File: config.mk
export PLATFORM = sky130hd
export DESIGN_NAME = sobel_frame_arbiter
export DESIGN_NICKNAME = d
export VERILOG_FILES = /design/src/rtl/sobel_frame_arbiter_pkg.sv /design/src/rtl/sobel_frame_arbiter_rr_pick2.sv /design/src/rtl/sobel_frame_arbiter.sv
export SDC_FILE = /design/constraint.sdc
export NUM_CORES = 1
export LEC_CHECK = 0
export CAP_MARGIN = 20
export CORE_MARGIN = 2
export CORE_UTILIZATION = 55
export CTS_CLUSTER_SIZE = 30
export DETAILED_ROUTE_END_ITERATION = 8
export DONT_BUFFER_PORTS = 1
export PLACE_DENSITY = 0.77
export SETUP_SLACK_MARGIN = 0.5
export SLEW_MARGIN = 30
export SYNTH_ARGS = -nofsm -noshare
export SYNTH_HDL_FRONTEND = slang
export SYNTH_SLANG_ARGS = --single-unit
File: constraint.sdc
create_clock -name clk -period 3.55 [get_ports clk]
set_input_delay 0.355 -clock clk [delete_from_list [all_inputs] [get_ports clk]]
set_output_delay 0.355 -clock clk [all_outputs]
set_load 0.03 [all_outputs]
File: src/rtl/sobel_frame_arbiter_pkg.sv
// Shared types for the Sobel frame arbiter: arbiter state and requester count.
package sobel_frame_arbiter_pkg;
  typedef enum logic {IDLE, BUSY} arb_state_e;
  localparam int N_REQ = 2;
endpackage

File: src/rtl/sobel_frame_arbiter_rr_pick2.sv
// Two-way round-robin picker: ptr names the favoured requester when both are eligible.
module rr_pick2
  import sobel_frame_arbiter_pkg::*;
(
  input  logic [N_REQ-1:0] eligible,
  input  logic             ptr,
  output logic             grant,
  output logic             valid
);
  assign valid = |eligible;
  assign grant = (&eligible) ? ptr : eligible[1];
endmodule

File: src/rtl/sobel_frame_arbiter.sv
// Frame-granular round-robin arbiter sharing one Sobel AXI4-Stream input between two cameras.
module sobel_frame_arbiter
  import sobel_frame_arbiter_pkg::*;
#(
  parameter int DATA_WIDTH = 8,
  parameter int LINE_CNT_W = 16
) (
  input  logic                  clk,
  input  logic                  rst_n,
  input  logic                  s0_axis_tvalid,
  output logic                  s0_axis_tready,
  input  logic [DATA_WIDTH-1:0] s0_axis_tdata,
  input  logic                  s0_axis_tlast,
  input  logic                  s0_axis_tuser,
  input  logic                  s1_axis_tvalid,
  output logic                  s1_axis_tready,
  input  logic [DATA_WIDTH-1:0] s1_axis_tdata,
  input  logic                  s1_axis_tlast,
  input  logic                  s1_axis_tuser,
  output logic                  m_axis_tvalid,
  input  logic                  m_axis_tready,
  output logic [DATA_WIDTH-1:0] m_axis_tdata,
  output logic                  m_axis_tlast,
  output logic                  m_axis_tuser,
  output logic                  m_axis_tid,
  input  logic [LINE_CNT_W-1:0] img_height,
  output logic                  busy,
  output logic                  frame_done,
  output logic                  sof_err,
  output logic [15:0]           drop_cnt
);
  arb_state_e                            state;
  logic                                  grant, ptr, mid_frame;
  logic [LINE_CNT_W-1:0]                 height_q, line_cnt, eff_line;
  logic [N_REQ-1:0]                      s_valid, s_last, s_user, eligible, discard;
  logic [N_REQ-1:0][DATA_WIDTH-1:0]      s_data;
  logic                                  pick, pick_vld, accept, frame_end, sof_mid;
  logic [16:0]                           drop_sum;

  assign s_valid = {s1_axis_tvalid, s0_axis_tvalid};
  assign s_last  = {s1_axis_tlast,  s0_axis_tlast};
  assign s_user  = {s1_axis_tuser,  s0_axis_tuser};
  assign s_data  = {s1_axis_tdata,  s0_axis_tdata};

  // The cycle carrying frame_done is the enforced dead cycle before the next grant.
  assign eligible = (state == IDLE && !frame_done) ? (s_valid & s_user) : '0;
  assign discard  = (state == IDLE) ? (s_valid & ~s_user) : '0;

  rr_pick2 u_pick (
    .eligible (eligible),
    .ptr      (ptr),
    .grant    (pick),
    .valid    (pick_vld)
  );

  assign busy           = (state == BUSY);
  assign m_axis_tvalid  = busy && s_valid[grant];
  assign m_axis_tdata   = s_data[grant];
  assign m_axis_tlast   = s_last[grant];
  assign m_axis_tuser   = s_user[grant];
  assign m_axis_tid     = grant;
  assign s0_axis_tready = discard[0] | (busy && !grant && m_axis_tready);
  assign s1_axis_tready = discard[1] | (busy &&  grant && m_axis_tready);

  // A tuser beat restarts the frame, so it counts as line 0 for the end-of-frame test.
  assign accept    = m_axis_tvalid && m_axis_tready;
  assign eff_line  = m_axis_tuser ? '0 : line_cnt;
  assign frame_end = accept && m_axis_tlast && (eff_line == height_q - 1'b1);
  assign sof_mid   = accept && m_axis_tuser && ((line_cnt != '0) || mid_frame);
  assign drop_sum  = {1'b0, drop_cnt} + 17'(discard[0]) + 17'(discard[1]);

  always_ff @(posedge clk or negedge rst_n) begin
    if (!rst_n) begin
      state      <= IDLE;
      grant      <= 1'b0;
      ptr        <= 1'b0;
      mid_frame  <= 1'b0;
      height_q   <= LINE_CNT_W'(1);
      line_cnt   <= '0;
      frame_done <= 1'b0;
      sof_err    <= 1'b0;
      drop_cnt   <= '0;
    end else begin
      frame_done <= 1'b0;
      sof_err    <= 1'b0;
      drop_cnt   <= drop_sum[16] ? 16'hFFFF : drop_sum[15:0];
      case (state)
        IDLE: if (pick_vld) begin
          grant     <= pick;
          height_q  <= (img_height == '0) ? LINE_CNT_W'(1) : img_height;
          line_cnt  <= '0;
          mid_frame <= 1'b0;
          state     <= BUSY;
        end
        BUSY: if (accept) begin
          mid_frame <= 1'b1;
          sof_err   <= sof_mid;
          if (frame_end) begin
            state      <= IDLE;
            frame_done <= 1'b1;
            ptr        <= ~grant;
            line_cnt   <= '0;
          end else if (m_axis_tlast) begin
            line_cnt <= eff_line + 1'b1;
          end else begin
            line_cnt <= eff_line;
          end
        end
        default: state <= IDLE;
      endcase
    end
  end
endmodule

==> run metrics <==
placed instance area 3540 um^2; Fin. Hold Viols 0; Crit-path slowest cell dfrtp_1; ys flop type dfrtp_1; CTS tree yes; Mapped Cells 372; Final Slew Violations 0; Req. time, crit path 3790 ps; core area 5990 um^2; Synthesized Nets 417; DR WL/cell 18.4 um; synthesized area 3460 um^2; Seq/Total Area, Yosys 39.1%; crit start category flip-flop; CTS Sinks 54; Crit Path Max Fanout 13; All-Layer GR Usage 24.3%; DRT antenna net count 0; worst slew pin tran 906 ps; std cell rows 28; status completed; vias in the first global route 2774; Setup TNS 0 ps; Ports 74; non-filler cells, final 456; DR pass1 iterations 5; max incr delay on CP 600 ps; Post-Layout Inst Area 3720 um^2; library cells used by synthesis 63; layout cells sized above 1 16.0%; Placed Cells 440; CP Capture Type flip-flop; CP cell instances or3b_2, fa_1, inv_1, ha_1, nand4_1, or3_4, o21ai_0; total gr overflow 0; I/O Buffers 0; power after layout 2360 uW; Initial Util 57.8%; largest net degree at the start of global routing 55; Final #Nets 425; final worst-path cycle share 80.4%; Vert. Die Dim 83.3 um; Layout Skew 12.2 ps; routability congestion estimate from global placement 0.931; # DRC 0; Max-Cap Viols 0; ys async rst share 100%; Yosys warnings 0; die width 83.3 um; initial antenna violation count 0; kind of critical path reg -> reg; Tmin final 2850 ps; Area growth syn-to-layout 7.41%; first-pass GRT wire length 14000 um; worst-skew pair later-pin latency 310 ps; Synth Area per Inst 9.31 um^2; Worst EP arrival 3090 ps; Pwr per Cell Area 635 nW/um^2; Die ar. 6950 um^2; most frequent cells in the layout 52 x dfrtp_1, 49 x nand2_1, 24 x nand3_1, 24 x mux2_2, 21 x nor2_1; First DRT Iteration DRCs 293; DRT Wirelength 8370 um; Peak VDD IR 0.379 mV; max frequency 350 MHz; fin util 62.1%; drt via density 6.51; final setup vio count 0; deepest clock path buffer count 2; diode count 0; Leak 0.00155 uW; Worst-path clk slew 110 ps; vias 2967; Hold/Removal Path Class in -> reg; number of synthesized flops with an enable pin 0; RSZ-0062 raised after global routing true; CTS root buf clkbuf_8; H-Tree Depth 2; flops & latches, synth 54; Post-DP HPWL 6090 um; Rel. slew slack 39.0%; commonest non-fill, non-tap cell in the layout dfrtp_1; Num CTS Buffers 5
[final cells by class]
class / count / area (um^2)
inverter: 12 / 45.0
timing repair buffer: 15 / 135
clock inverter: 3 / 21.3
multi-input combinational: 292 / 2000
sequential: 54 / 1350
fill: 497 / 2270
clock buffer: 5 / 68.8
tap: 75 / 93.8
[registers in the layout, summed over array words and instances, names as in the netlist]
signal / cells
m_axis_tid: 1
height_q: 16
mid_frame: 1
sof_err: 1
busy: 1
frame_done: 1
drop_cnt: 16
ptr: 1
line_cnt: 16
[layer usage]
| metal | up-vias | wire length [um] | global-route usage, % |
|---|---|---|---|
| met4 | 0 | 105 | 4.77 |
| li1 | 1400 | - | - |
| met2 | 129 | 4020 | 39.6 |
| met1 | 1426 | 3710 | 34.8 |
| met3 | 12 | 542 | 3.38 |
| met5 | - | 0 | 0 |
[critical path, delay by kind of cell, from the launching register on]
family,cells,cell delay [ps]
simple gates,3,1270
fa+ha+maj,2,670
flops,1,600
buf+inv,1,110
compound gates,1,110
[final timing paths]
check                          startpoint           to  slack, ps  cells after the start
setup / recovery                     busy  drop_cnt[6]        700                      7
max in group asynchronous           rst_n  height_q[0]       2690                      2
hold / removal             s1_axis_tvalid   m_axis_tid        170                      2
min in group asynchronous           rst_n   m_axis_tid        580                      2
setup reg to reg                     busy  drop_cnt[6]        700                      7
hold reg to reg                 mid_frame    mid_frame        510                      2
[synth_stat cells, types with 4 or more instances]
cell type | n | share of area, %
a21oi_1 | 7 | 1.0
and2_1 | 5 | 0.90
and3_1 | 10 | 1.8
and4_1 | 7 | 1.8
buf_4 | 4 | 0.87
clkbuf_1 | 9 | 0.98
dfrtp_1 | 53 | 38
inv_1 | 11 | 1.2
mux2_2 | 24 | 7.8
mux2i_1 | 5 | 1.4
nand2_1 | 49 | 5.3
nand3_1 | 24 | 3.5
nand4_1 | 9 | 1.6
nor2_1 | 21 | 2.3
nor3_1 | 12 | 1.7
nor4_1 | 12 | 2.2
o21ai_0 | 8 | 1.2
o21ai_1 | 6 | 0.87
or3_1 | 5 | 0.90
xnor2_1 | 15 | 3.8
xor2_1 | 8 | 2.0
[cells by family (layout without fill, tap and decap cells)]
kind of cell,count (synthesis),in the layout,share of synthesized area [%]
simple gates,176,176,27.1
compound gates,57,57,11.9
buf+inv,26,35,3.29
fa+ha+maj,4,4,1.66
xor+xnor,25,25,7.16
mux,30,30,9.90
flops,54,54,39.1
[timing repair]
item,in CTS,in global routing
hold endpoints to repair,54,0
buffers inserted,0,6
hold buffers,2,0
gates resized for setup,1,1
setup endpoints to repair,6,23
[report_power, final]
| group | switching [uW] | internal [uW] | leakage, uW |
|---|---|---|---|
| logic | 555 | 442 | 0.000807 |
| registers | 253 | 761 | 0.000698 |
| clock network | 212 | 139 | 0.0000441 |
| total | 1020 | 1340 | 0.00155 |
[metrics by stage]
stage / hold slack [ps] / worst slack, ps
after floorplan: 59.4 / 574
after global placement: 62.1 / 529
after detailed placement: 61.5 / 405
after CTS: 174 / 535
after global routing: 162 / 486
final: 174 / 696
No activity file was read; power rests on OpenSTA's default activity.
